[src/rtl/iic_pkg.sv]
`default_nettype none
// ============================================================================
// Module      : iic_pkg
// Description : Shared definitions for the IIC command scheduler: scheduler
//               FSM state encoding, command word layout and access type codes.
// Contents    : iic_state_t, IIC_CMD_W, field bit offsets, IIC_WR / IIC_RD
// Revision    : 1.0 - initial release
// ============================================================================
package iic_pkg;

    // Queued command word: {wr_rd, dev_addr[7:0], reg[15:0], data[7:0]}
    localparam int IIC_CMD_W    = 33;
    localparam int IIC_RW_BIT   = 32;
    localparam int IIC_DEV_LSB  = 24;
    localparam int IIC_REG_LSB  = 8;
    localparam int IIC_DATA_LSB = 0;

    localparam logic IIC_WR = 1'b0;
    localparam logic IIC_RD = 1'b1;

    typedef enum logic [2:0] {
        ST_IDLE      = 3'd0,
        ST_LOAD      = 3'd1,
        ST_START     = 3'd2,
        ST_WAIT_BUSY = 3'd3,
        ST_WAIT_DONE = 3'd4,
        ST_CHECK     = 3'd5,
        ST_GAP       = 3'd6
    } iic_state_t;

endpackage
`default_nettype wire

[src/rtl/iic_cmd_fifo.sv]
`default_nettype none
// ============================================================================
// Module      : iic_cmd_fifo
// Description : Synchronous first-word-fall-through FIFO. The head entry is
//               visible on o_dout whenever o_empty is low.
// Ports       : clk_i, rst (async, active-high)
//               i_push/i_din  - write side (ignored when full)
//               i_pop         - consume head (ignored when empty)
//               o_dout        - head entry
//               o_full, o_empty, o_count (log2(DEPTH)+1 bits)
// Revision    : 1.0 - initial release
// ============================================================================
module iic_cmd_fifo #(
    parameter int DEPTH = 8,
    parameter int WIDTH = 33
) (
    input  logic                     clk_i,
    input  logic                     rst,
    input  logic                     i_push,
    input  logic [WIDTH-1:0]         i_din,
    input  logic                     i_pop,
    output logic [WIDTH-1:0]         o_dout,
    output logic                     o_full,
    output logic                     o_empty,
    output logic [$clog2(DEPTH):0]   o_count
);

    localparam int PTR_W = $clog2(DEPTH);
    localparam int CNT_W = PTR_W + 1;

    logic [WIDTH-1:0] r_mem [DEPTH];
    logic [PTR_W-1:0] r_wptr;
    logic [PTR_W-1:0] r_rptr;
    logic [CNT_W-1:0] r_count;
    logic             w_push;
    logic             w_pop;

    assign w_push = i_push & ~o_full;
    assign w_pop  = i_pop & ~o_empty;

    // Storage carries no reset; validity is tracked by the count alone.
    always_ff @(posedge clk_i) begin
        if (w_push) begin
            r_mem[r_wptr] <= i_din;
        end
    end

    // Pointers wrap naturally because DEPTH is a power of two.
    always_ff @(posedge clk_i or posedge rst) begin
        if (rst) begin
            r_wptr  <= '0;
            r_rptr  <= '0;
            r_count <= '0;
        end else begin
            if (w_push) r_wptr <= r_wptr + 1'b1;
            if (w_pop)  r_rptr <= r_rptr + 1'b1;
            case ({w_push, w_pop})
                2'b10:   r_count <= r_count + 1'b1;
                2'b01:   r_count <= r_count - 1'b1;
                default: r_count <= r_count;
            endcase
        end
    end

    assign o_dout  = r_mem[r_rptr];
    assign o_full  = (r_count == CNT_W'(DEPTH));
    assign o_empty = (r_count == '0);
    assign o_count = r_count;

endmodule
`default_nettype wire

[src/rtl/iic_cmd_sched.sv]
`default_nettype none
// ============================================================================
// Module      : iic_cmd_sched
// Description : Queues I2C register commands, issues them one at a time to
//               the byte driver over start_en/busy, retries failed attempts
//               and returns exactly one response per command.
// Ports       : clk_i, rst (async, active-high)
//               cmd_*            - command input (valid/ready)
//               start_en, wr_rd_flag, i2c_device_addr, register, data_byte
//                                - driver command interface
//               busy, err, rd_data - driver status
//               rsp_*            - response pulse and fields
//               sched_busy       - queue non-empty or transfer in progress
// Revision    : 1.0 - initial release
// ============================================================================
module iic_cmd_sched
    import iic_pkg::*;
#(
    parameter int DEPTH     = 8,
    parameter int MAX_RETRY = 3,
    parameter int GAP_CYC   = 4,
    parameter int BUSY_TO   = 16
) (
    input  logic        clk_i,
    input  logic        rst,
    input  logic        cmd_valid,
    output logic        cmd_ready,
    input  logic        cmd_wr_rd,
    input  logic [7:0]  cmd_dev_addr,
    input  logic [15:0] cmd_reg,
    input  logic [7:0]  cmd_data,
    output logic        start_en,
    output logic        wr_rd_flag,
    output logic [7:0]  i2c_device_addr,
    output logic [15:0] register,
    output logic [7:0]  data_byte,
    input  logic        busy,
    input  logic        err,
    input  logic [7:0]  rd_data,
    output logic        rsp_valid,
    output logic        rsp_err,
    output logic [15:0] rsp_reg,
    output logic [7:0]  rsp_data,
    output logic        sched_busy
);

    // One counter serves both the busy timeout and the inter-start gap.
    localparam int CNT_W = $clog2(BUSY_TO + GAP_CYC + 1);
    localparam int ATT_W = $clog2(MAX_RETRY + 2);

    iic_state_t               r_state;
    iic_state_t               w_next;
    logic [CNT_W-1:0]         r_cnt;
    logic [ATT_W-1:0]         r_attempt;
    logic                     r_fail;
    logic [7:0]               r_rd_data;
    logic                     r_seen_low;
    logic                     r_retry;
    logic                     r_wr_rd;
    logic [7:0]               r_dev;
    logic [15:0]              r_reg;
    logic [7:0]               r_data;

    logic [IIC_CMD_W-1:0]     w_din;
    logic [IIC_CMD_W-1:0]     w_dout;
    logic                     w_full;
    logic                     w_empty;
    logic [$clog2(DEPTH):0]   w_count;
    logic                     w_push;
    logic                     w_pop;
    logic                     w_final;
    logic                     w_busy_to;
    logic                     w_gap_done;
    logic                     w_busy_rise;

    assign w_din  = {cmd_wr_rd, cmd_dev_addr, cmd_reg, cmd_data};
    assign w_push = cmd_valid & ~w_full;
    assign w_pop  = (r_state == ST_LOAD);

    iic_cmd_fifo #(
        .DEPTH (DEPTH),
        .WIDTH (IIC_CMD_W)
    ) u_fifo (
        .clk_i   (clk_i),
        .rst     (rst),
        .i_push  (w_push),
        .i_din   (w_din),
        .i_pop   (w_pop),
        .o_dout  (w_dout),
        .o_full  (w_full),
        .o_empty (w_empty),
        .o_count (w_count)
    );

    // A command is finished on success or once the last allowed attempt failed.
    assign w_final     = ~r_fail | (r_attempt == ATT_W'(MAX_RETRY));
    assign w_busy_to   = (r_cnt == CNT_W'(BUSY_TO - 1));
    assign w_gap_done  = (r_cnt == CNT_W'(GAP_CYC - 1));
    // busy only counts as "started" once it has been observed low after START,
    // so a driver still holding busy from a previous transfer is not mistaken
    // for an acknowledgement.
    assign w_busy_rise = busy & r_seen_low;

    always_ff @(posedge clk_i or posedge rst) begin
        if (rst) r_state <= ST_IDLE;
        else     r_state <= w_next;
    end

    always_comb begin
        w_next = r_state;
        case (r_state)
            ST_IDLE:      if (!w_empty) w_next = ST_LOAD;
            ST_LOAD:      w_next = ST_START;
            ST_START:     w_next = ST_WAIT_BUSY;
            ST_WAIT_BUSY: begin
                if (w_busy_rise)    w_next = ST_WAIT_DONE;
                else if (w_busy_to) w_next = ST_CHECK;
            end
            ST_WAIT_DONE: if (!busy) w_next = ST_CHECK;
            ST_CHECK:     w_next = ST_GAP;
            ST_GAP: begin
                if (w_gap_done) begin
                    if (r_retry)       w_next = ST_START;
                    else if (!w_empty) w_next = ST_LOAD;
                    else               w_next = ST_IDLE;
                end
            end
            default:      w_next = ST_IDLE;
        endcase
    end

    always_ff @(posedge clk_i or posedge rst) begin
        if (rst) begin
            r_cnt      <= '0;
            r_attempt  <= '0;
            r_fail     <= 1'b0;
            r_rd_data  <= '0;
            r_seen_low <= 1'b0;
            r_retry    <= 1'b0;
            r_wr_rd    <= 1'b0;
            r_dev      <= '0;
            r_reg      <= '0;
            r_data     <= '0;
        end else begin
            case (r_state)
                ST_LOAD: begin
                    r_wr_rd   <= w_dout[IIC_RW_BIT];
                    r_dev     <= w_dout[IIC_DEV_LSB +: 8];
                    r_reg     <= w_dout[IIC_REG_LSB +: 16];
                    r_data    <= w_dout[IIC_DATA_LSB +: 8];
                    r_attempt <= '0;
                    r_retry   <= 1'b0;
                end
                ST_START: begin
                    r_cnt      <= '0;
                    r_seen_low <= ~busy;
                    r_fail     <= 1'b0;
                    r_rd_data  <= '0;
                end
                ST_WAIT_BUSY: begin
                    if (!w_busy_rise) begin
                        if (!busy) r_seen_low <= 1'b1;
                        if (w_busy_to) r_fail <= 1'b1;
                        else           r_cnt  <= r_cnt + 1'b1;
                    end
                end
                ST_WAIT_DONE: begin
                    // Falling edge of busy: the only point where err is valid.
                    if (!busy) begin
                        r_fail    <= err;
                        r_rd_data <= rd_data;
                    end
                end
                ST_CHECK: begin
                    r_cnt <= '0;
                    if (w_final) begin
                        r_retry <= 1'b0;
                    end else begin
                        r_retry   <= 1'b1;
                        r_attempt <= r_attempt + 1'b1;
                    end
                end
                ST_GAP: begin
                    if (!w_gap_done) r_cnt <= r_cnt + 1'b1;
                end
                default: ;
            endcase
        end
    end

    assign cmd_ready       = ~w_full;
    assign start_en        = (r_state == ST_START);
    assign wr_rd_flag      = r_wr_rd;
    assign i2c_device_addr = r_dev;
    assign register        = r_reg;
    assign data_byte       = r_data;
    assign rsp_valid       = (r_state == ST_CHECK) & w_final;
    assign rsp_err         = rsp_valid & r_fail;
    assign rsp_reg         = r_reg;
    assign rsp_data        = (rsp_valid & ~r_fail & (r_wr_rd == IIC_RD)) ? r_rd_data : 8'h00;
    assign sched_busy      = (w_count != '0) | (r_state != ST_IDLE);

endmodule
`default_nettype wire

[config.mk]
export PLATFORM = sky130hd
export DESIGN_NAME = iic_cmd_sched
export DESIGN_NICKNAME = d
export VERILOG_FILES = /design/src/rtl/iic_pkg.sv /design/src/rtl/iic_cmd_fifo.sv /design/src/rtl/iic_cmd_sched.sv
export SDC_FILE = /design/constraint.sdc
export NUM_CORES = 1
export LEC_CHECK = 0
export CORE_AREA = 8 8 218 168
export CTS_BUF_LIST = sky130_fd_sc_hd__clkbuf_2
export CTS_CLUSTER_DIAMETER = 200
export DETAILED_ROUTE_END_ITERATION = 8
export DIE_AREA = 0 0 226 176
export PLACE_DENSITY_LB_ADDON = 0.25
export SYNTH_ARGS = -nofsm -noshare
export SYNTH_HDL_FRONTEND = slang
export SYNTH_SLANG_ARGS = --single-unit
[constraint.sdc]
create_clock -name clk_i -period 8.4 [get_ports clk_i]
set_input_delay 2.52 -clock clk_i [delete_from_list [all_inputs] [get_ports clk_i]]
set_output_delay 2.52 -clock clk_i [all_outputs]
set_load 0.02 [all_outputs]
Word level (Yosys, flattened, before mapping). Memories as Yosys holds them, arrays and structs flattened. A register that Yosys moved wholly into a read port is not among the register bits. Cells that the tools add are included.

Bits in registers: 32. RAM bits: 264. Input port bits: 46. Output and inout port bits: 62. Logic and storage cells: 99. Memories: 1.

Memory list: u_fifo.r_mem (words 8, width 33, rd ports 1, clocked after Yosys merged registers in 1, write ports 1, RTL line iic_cmd_fifo.sv:31) `logic [WIDTH-1:0] r_mem [DEPTH];`.

$add $sub $neg: 6. Equal/unequal tests: 22. Mux-type cells: 29. Bitwise operators: 14. Reduce and logical (&&, ||, !) cells: 17.

Operators by type and width (count): one-hot mux 3 bit (7 select lines) (1); two-way mux 3 bit (6); inequality test 2 bit (second input constant) (9); two-way mux 8 bit (2); one-hot mux 8 bit (2 select lines) (1); two-way mux 5 bit (3); one-hot mux 5 bit (3 select lines) (1); AND reduction 4 bit (3); adder 3 x 1 -> 3 bit (second input constant) (3); == test 3 x 2 -> 1 bit (second input constant) (3); == test 3 bit (second input constant) (3); two-way mux 1 bit (9); nonzero test 3 bit (3); bitwise AND 1 bit (8); one-hot mux 4 bit (2 select lines) (1); nonzero test 2 bit (4); one-hot mux 3 bit (2 select lines) (1); adder 5 x 1 -> 5 bit (second input constant) (1); == test 5 x 2 -> 1 bit (second input constant) (1); == test 5 x 4 -> 1 bit (second input constant) (1); adder 4 x 1 -> 4 bit (second input constant) (1); == test 4 bit (second input constant) (1); zero test 4 bit (1); NOT 1 bit (4); 14 further kinds (17).

Longest topological paths before layout. Gate-level depths: netlist of run 1.

Depth after elaboration: 6. Depth in mapped cells: 11. Mapped depth without buffers: 10.

Modules after synthesis. From an unflattened synthesis of run 1, not the netlist that was laid out.

Cell total of the unflattened synthesis: 739. Area total of the unflattened synthesis: 13337.8 um^2.

By module, submodules not included: iic_cmd_fifo (times used 1, cells an instance 450, area each 10680.2 um^2, sequential area each 8177.8 um^2); iic_cmd_sched (times used 1, cells an instance 289, area each 2657.5 um^2, sequential area each 1376.3 um^2).

Least setup slack after synthesis of run 1. No wires, ideal clock.

Path kind: input to register. Start: in cmd_valid. End: mem u_fifo.r_mem[2][0], enable pin. Library setup time: 0.518 ns. Data arrival time: 6.350 ns. Required time: 7.882 ns. Path slack: 1.532 ns. Stages on the path: 3. Path buffers: 0. Path through: a21boi_2 inv_2 nor4b_1.

Word-level cells in the longest chain between the ends: 4.

Ends and longest elaborated chain: from (decl) (RTL line iic_cmd_sched.sv:26) `input logic cmd_valid,`; bitwise AND 1 bit (RTL line iic_cmd_sched.sv:77) `assign w_push = cmd_valid & ~w_full;`; bitwise AND 1 bit (RTL line iic_cmd_fifo.sv:38) `assign w_push = i_push & ~o_full;`; two-way mux 1 bit (RTL line iic_cmd_fifo.sv:43) `if (w_push) begin`; two-way mux 1 bit (implied by the code) (RTL line iic_cmd_fifo.sv:44) `r_mem[r_wptr] <= i_din;`; to (decl) (RTL line iic_cmd_fifo.sv:31).

No other way between the ends.

Final worst setup path of run 1.
Start: reg r_state[1]. End: out rsp_data[1].

Word-level cells in the longest chain between the ends: 5.

Ends and longest elaborated chain: from (decl) (RTL line iic_cmd_sched.sv:51) `iic_state_t r_state;`; from (signal assigned) (RTL line iic_cmd_sched.sv:106) `else r_state <= w_next;`; == test 3 bit (RTL line iic_cmd_sched.sv:197) `assign rsp_valid = (r_state == ST_CHECK) & w_final;`; bitwise AND 1 bit (RTL line iic_cmd_sched.sv:197); bitwise AND 1 bit (2 in series) (RTL line iic_cmd_sched.sv:200) `assign rsp_data = (rsp_valid & ~r_fail & (r_wr_rd == IIC_RD)) ? r_rd_data : 8'h00;`; two-way mux 8 bit (RTL line iic_cmd_sched.sv:200); to (decl) (RTL line iic_cmd_sched.sv:43) `output logic [7:0] rsp_data,`.

No other way between the ends.

==> reports/results.txt, run 1 <==
Setup Skew = 0.0995 ns
Worst vdd ir = 160 µV
Non-filler instance count after layout = 1366
Area of the die = 39800 µm²
CP required = 5.88 ns
Die Width = 226 µm
RePlAce Congestion = 0.721
Sequential area share after synthesis = 73.0%
Final Cycle Share = 65.9%
Clock network fraction of total power = 20.0%
Area grow syn2layout = 16.3%
Hold depth = 1
Rel. slew slack = 38.6%
Post_cts resized = 0
Placed cells = 1222
Worst-Skew Late Latency = 0.90 ns
IO Count = 108
Synth Area in XOR/XNOR = 0.602%
CTS sink cnt = 329
Reg2reg start = r_state[1]
Postcts setup bufs = 0
Post-CTS Hold Buffers = 0
Kind of critical path = reg -> out
Post-route DRC = 0
Vias in the first global route = 7098
Combinational share of power = 32.9%
Fraction of layout cells with a size suffix above 1 = 25.2%
Count of final hold-check violations = 0
Total track usage = 13.3%
Routed vias/inst = 4.93
RSZ-0062 raised after global routing = no
Via count = 6740
Core area = 33000 µm²
Post-Synthesis Cells = 707
CTS tree = done
PwrDens = 334 nW/µm²
Netlist cell types = 57
Syn Nets = 762
P_leak = 5.35 nW
Post-Route Setup TNS = 0 ns
Peak fanout along the critical path = 29
Synthesized area per cell = 18.5 µm²
HPWL after detailed placement = 14.8 mm
Largest family of logic cells by synthesized area = multiplexers
Worst Hold End = r_attempt[0]
Crit path launch type = register
R2r worst-path depth = 9
Initial antenna violation count = 1
Switching pwr = 1.78 mW
Crit end category = output port
Status = finished, final reports clean
Data arrival, critical path = 3.01 ns
HP Class = reg -> reg
Final Setup Violations = 0
DRT iter0 DRCs = 521
Seq pwr share = 47.1%
R2R Setup Slk = 5.24 ns
First-pass iteration count of the detailed router = 6
Final Critical Period = 5.53 ns
Synth Register Bits = 329
Wire length of the first global-routing pass = 41.2 mm
Remaining Overflow, GRT = 0
Post-DRT Antenna Nets = 0
FMAX = 0.181 GHz
Nets@finish = 908
Max Buffers Root-to-Sink = 3
Async set or reset register ratio after synthesis = 19.8%
YS warnings = 0
Clock Pin Slew Worst Setup and Hold Paths = 0.08 ns
Reg2reg end = u_fifo.o_count[2]
Complex-gate fraction of the synthesized area = 4.03%
Int Power = 3.31 mW
Mux share of post-synthesis cell area = 14.4%
Main synth FF type = edfxtp_1
Die H = 176 µm
Number of enable flip-flop cells after synthesis = 264
IO Port Bufs = 107
Worst-margin pin slew = 0.922 ns
Drt total wl = 26.1 mm
Min-delay src = r_attempt[0]
Largest net degree at the start of global routing = 71
Fin. max-slew vios = 0
CTS buffer count = 79
Sw frac = 35.0%
Mapped Area = 13100 µm²
Site Rows = 58
Initial Util = 39.7%
Root buf cell = clkbuf_2
Synthesized-area fraction occupied by adder cells = 0.860%
Htree depth = 3
Simple-Gate Fraction of Synth Area = 4.15%
Max-Cap Viols = 0
Routed length per instance = 19.1 µm
-- cells by family (layout without fill, tap and decap cells) --
family | after synthesis | after routing
DFF | 329 | 329
muxes | 105 | 105
and+or+nand+nor | 104 | 104
AOI/OAI and AO/OA | 88 | 88
buffers and inverters | 63 | 271
adders and majority gates | 9 | 9
xor gates and xnor gates | 9 | 9
other | 0 | 1
-- cell type report --
type                    count  area [µm²]
fillers                  2922       17800
clock inverters            24         121
flip-flops and latches    329        9560
well taps                 450         563
clock buffers             119         596
diodes                      1        2.50
multi-input cells         315        3190
repair buffers            119        1160
inverters                   9        35.0
-- cells in the mapped netlist (2+ instances only) --
cell      count  share of area, %
o21ai_1      17              0.65
nor3b_1       3              0.17
buf_4        25               1.4
nor3_1        4              0.15
a31oi_1       2             0.096
mux2_1        2              0.17
edfxtp_1    264                61
buf_6         4              0.34
a22oi_1       8              0.46
o21ai_0      34               1.3
nor4b_1       3              0.20
nor2b_1       2             0.096
a21o_1        2              0.11
xor2_1        5              0.33
nand2_1      55               1.6
xnor2_1       4              0.27
o211ai_1      2              0.11
buf_2        14              0.54
a21oi_1       8              0.31
clkbuf_1     10              0.29
mux4_2       66                11
nand3b_1      3              0.17
o41ai_1       2              0.13
ha_1          9              0.86
nor2_1        7              0.20
and3_1        3              0.14
mux2_2        2              0.17
inv_1         8              0.23
o22ai_1       3              0.14
mux2i_1      35               2.7
dfrtp_1      65                12
and2_1        8              0.38
nand2b_1      4              0.19
-- per-stage QoR --
step	instance area (µm²)	utilization (%)	worst slack (ns)	power [mW]	hold slack [ns]
2_1_floorplan	13100	-	1.53	3.63	0.455
3_3_place_gp	14500	43.9	3.66	4.13	0.469
3_5_place_dp	14500	43.9	3.65	4.16	0.475
4_1_cts	15200	46.1	2.74	5.19	0.492
5_1_grt	15200	46.1	2.54	5.44	0.519
6_report	15200	46.1	2.87	5.09	0.485
-- critical path, cell delays in order, from the launching register on --
cell	delay [ns]
dfrtp_1	0.71
nand3b_1	0.37
nor3b_2	0.34
and2_1	0.18
clkdlybuf4s50_1	0.60
-- placed cells by master (no fill, tap or decap), drive strengths merged, types with 3 or more instances in the layout --
| cell | count |
|---|---|
| edfxtp | 264 |
| clkbuf | 119 |
| clkdlybuf4s50 | 107 |
| mux4 | 66 |
| dfrtp | 65 |
| nand2 | 55 |
| o21ai | 51 |
| mux2i | 35 |
| clkinv | 19 |
| buf | 12 |
| inv | 11 |
| a21oi | 10 |
| ha | 9 |
| a22oi | 8 |
| and2 | 8 |
| nor2 | 8 |
| xor2 | 5 |
| nor3 | 5 |
| nand2b | 4 |
| xnor2 | 4 |
| nor3b | 4 |
| mux2 | 4 |
| nand3b | 3 |
| o22ai | 3 |
| and3 | 3 |
| clkinvlp | 3 |
| nor4b | 3 |
-- routing by layer --
layer / part of all wire, % / vias to the layer above / global-route usage, %
li1: - / 3110 / -
met1: 47 / 3398 / 18.4
met5: 0 / - / 0
met2: 46 / 181 / 20.4
met3: 5.3 / 51 / 3.45
met4: 2.1 / 0 / 4.65
-- registers in the layout, indices dropped and copies added (netlist names) --
| signal | count |
|---|---|
| u_fifo.r_mem | 264 |
| register | 16 |
| data_byte | 8 |
| i2c_device_addr | 8 |
| r_rd_data | 8 |
| r_cnt | 5 |
| u_fifo.o_count | 4 |
| r_attempt | 3 |
| r_state | 3 |
| u_fifo.r_rptr | 3 |
| u_fifo.r_wptr | 3 |
| r_fail | 1 |
| r_retry | 1 |
| r_seen_low | 1 |
| wr_rd_flag | 1 |
-- power by group through the flow --
stage / Combinational (mW) / Sequential (mW) / Clock (mW)
3_5_place_dp: 1.72 / 2.44 / 0
6_report: 1.67 / 2.39 / 1.02
5_1_grt: 1.84 / 2.45 / 1.15
2_1_floorplan: 1.26 / 2.37 / 0
4_1_cts: 1.72 / 2.40 / 1.07
3_3_place_gp: 1.70 / 2.43 / 0
-- worst max path at each step --
stage	start	end	slack, ns	cells past startpoint
floorplan	cmd_valid	u_fifo.r_mem[2][0]	1.53	3
global placement	cmd_valid	u_fifo.o_count[2]	3.66	10
detailed placement	cmd_valid	u_fifo.o_count[2]	3.65	10
CTS	r_state[1]	rsp_data[1]	2.74	4
global route	r_state[1]	rsp_data[1]	2.54	4
finish	r_state[1]	rsp_data[1]	2.87	4
(Power assumes the default switching activity.)
==> inputs of run 2 (changes only) <==
==> constraint.sdc (replaced) <==
create_clock -name clk_i -period 4.6 [get_ports clk_i]
set_input_delay 1.38 -clock clk_i [delete_from_list [all_inputs] [get_ports clk_i]]
set_output_delay 1.38 -clock clk_i [all_outputs]
set_load 0.02 [all_outputs]
==> run 2 against run 1 <==
  * Power is 83% higher
  * Critical path type unchanged
  * Cell area increased by 0.47%
  * Register-to-register slack worse by 3.3 ns
  * Worst setup slack worse by 2.5 ns
  * Clock power increased by 78%
  * First-iteration DRC count rose by 15%
  * Highest routed layer is now met5
  * Die area did not move
==> reports/results.txt, run 2 (synthesized netlist as in run 1, its figures left out) <==
Fillers = 2880 (-1.4%)
Wire length of the first global-routing pass = 42.2 mm (+2.5%)
Root buf cell = clkbuf_2
Die Width = 226 µm (unchanged)
Post-CTS Hold Buffers = 0 (unchanged)
Hold depth = 2 (+1)
DRT iter0 DRCs = 600 (+15%)
P_leak = 5.41 nW (+1.2%)
Site Rows = 58 (unchanged)
Min-delay src = data_byte[4]
Fin. max-slew vios = 0 (unchanged)
RSZ-0062 raised after global routing = no
HPWL after detailed placement = 16.1 mm (+8.9%)
Post-Route Setup TNS = 0 ns (unchanged)
Most frequent cells in the layout = 264 x edfxtp_1, 124 x clkbuf_2, 107 x clkdlybuf4s50_1
Routed length per instance = 19.5 µm (+2.1%)
Clock Pin Slew Worst Setup and Hold Paths = 0.11 ns (+0.03 ns)
IO Port Bufs = 107 (unchanged)
Kind of critical path = reg -> out
Max Buffers Root-to-Sink = 3 (unchanged)
Crit path launch type = register
Largest net degree at the start of global routing = 70 (-1.4%)
Non-filler instance count after layout = 1369 (+0.22%)
Largest register by flop count = u_fifo.r_mem
Drt total wl = 26.8 mm (+2.3%)
Core area = 33000 µm² (unchanged)
CTS buffer count = 78 (-1.3%)
Nets@finish = 918 (+1.1%)
R2r worst-path depth = 4 (-5)
HP Class = reg -> reg
Reg2reg start = u_fifo.r_rptr[1]
Commonest non-fill, non-tap cell in the layout = edfxtp_1
Initial antenna violation count = 2 (+1)
Htree depth = 3 (unchanged)
Setup Skew = 0.0576 ns (-0.0419 ns)
Post-route DRC = 0 (unchanged)
Worst-margin pin slew = 1.01 ns (+0.0872 ns)
RePlAce Congestion = 0.741 (+2.7%)
Vias in the first global route = 7207 (+1.5%)
Count of final hold-check violations = 0 (unchanged)
Worst Hold End = data_byte[4]
Post_cts resized = 0 (unchanged)
Rel. slew slack = 32.7% (-5.8 points)
Final Setup Violations = 0 (unchanged)
Max reg flops = 264 (unchanged)
Final Critical Period = 4.21 ns
Via count = 6767 (+0.40%)
R2R Setup Slk = 1.98 ns (-3.26 ns)
Peak fanout along the critical path = 18 (-38%)
FMAX = 0.238 GHz
Die H = 176 µm (unchanged)
CTS tree = done
Worst vdd ir = 294 µV (+84%)
Status = finished, final reports clean
IO Count = 108 (unchanged)
Remaining Overflow, GRT = 0 (unchanged)
Reg2reg end = i2c_device_addr[2]
Placed cells = 1233 (+0.90%)
CP required = 3.22 ns (-2.66 ns)
Area grow syn2layout = 16.9%
CTS sink cnt = 329 (unchanged)
PwrDens = 609 nW/µm² (+82%)
Routed vias/inst = 4.94 (+0.18%)
Total track usage = 13.8% (+0.45 points)
Area of the die = 39800 µm² (unchanged)
Final Cycle Share = 91.5%
Initial Util = 39.7% (unchanged)
Data arrival, critical path = 2.83 ns (-0.18 ns)
First-pass iteration count of the detailed router = 4 (-2)
Postcts setup bufs = 0 (unchanged)
Fraction of layout cells with a size suffix above 1 = 26.5% (+1.2 points)
Worst-Skew Late Latency = 0.85 ns (-0.05 ns)
Max-Cap Viols = 0 (unchanged)
Crit end category = output port
Post-DRT Antenna Nets = 0 (unchanged)
==> run 2: changes by cell type in the layout (fill, tap and decap cells not counted), sizes merged <==
cell / change
buf: +11
clkinv: -10
clkbuf: +5
clkinvlp: -2
inv: -1
==> run 2: metrics by stage <==
stage / setup WS [ns] / instance area (µm²) / power, mW / util [%] / hold slack [ns]
after floorplan: -0.159 / 13100 / 6.63 / - / 0.455
after global placement: 0.880 / 14600 / 7.62 / 44.3 / 0.471
after detailed placement: 0.898 / 14600 / 7.66 / 44.3 / 0.475
after global routing: 0.0348 / 15300 / 9.97 / 46.3 / 0.529
final: 0.391 / 15300 / 9.32 / 46.3 / 0.492
after CTS: 0.262 / 15300 / 9.50 / 46.3 / 0.501
==> run 2: how the worst max path moves through the flow <==
stage / start / end / slack [ns] / cells after the start
floorplan: cmd_valid / u_fifo.r_mem[5][0] / -0.16 / 3
global placement: cmd_valid / u_fifo.o_count[2] / 0.88 / 10
detailed placement: cmd_valid / u_fifo.o_count[2] / 0.90 / 10
CTS: r_state[0] / rsp_data[1] / 0.26 / 4
global route: r_state[0] / rsp_data[1] / 0.03 / 4
finish: r_state[0] / rsp_data[1] / 0.39 / 4
==> run 2: routing by layer <==
layer | up-vias | GRT usage [%] | share of wire [%] | wire length (µm)
li1 | 3119 | - | - | -
met1 | 3442 | 19.0 | 47 | 12600
met2 | 171 | 21.0 | 45 | 12200
met3 | 33 | 4.16 | 5.9 | 1570
met4 | 2 | 4.24 | 1.5 | 395
met5 | - | 0 | 0.049 | 13
==> run 2: area by class of cell <==
| cell class | instances | area, µm² | area share [%] |
|---|---|---|---|
| antenna | 1 | 2.50 | 0.0164 |
| clock buffer | 124 | 621 | 4.06 |
| clock inverter | 11 | 55.1 | 0.360 |
| inverter | 9 | 35.0 | 0.229 |
| multi-input combinational | 315 | 3210 | 21.0 |
| sequential | 329 | 9560 | 62.5 |
| tap | 450 | 563 | 3.68 |
| timing repair buffer | 130 | 1260 | 8.21 |
==> run 2: critical path, stage by stage (launching register included) <==
cell             delay (ns)
dfrtp_1                0.67
nand3b_1               0.22
nor3b_2                0.34
and2_1                 0.18
clkdlybuf4s50_1        0.60
==> run 2: power breakdown <==
group / switching, mW / total (mW) / internal [mW]
registers: 0.568 / 4.42 / 3.86
logic: 1.55 / 3.07 / 1.52
clock network: 1.12 / 1.82 / 0.704
total: 3.24 / 9.32 / 6.08
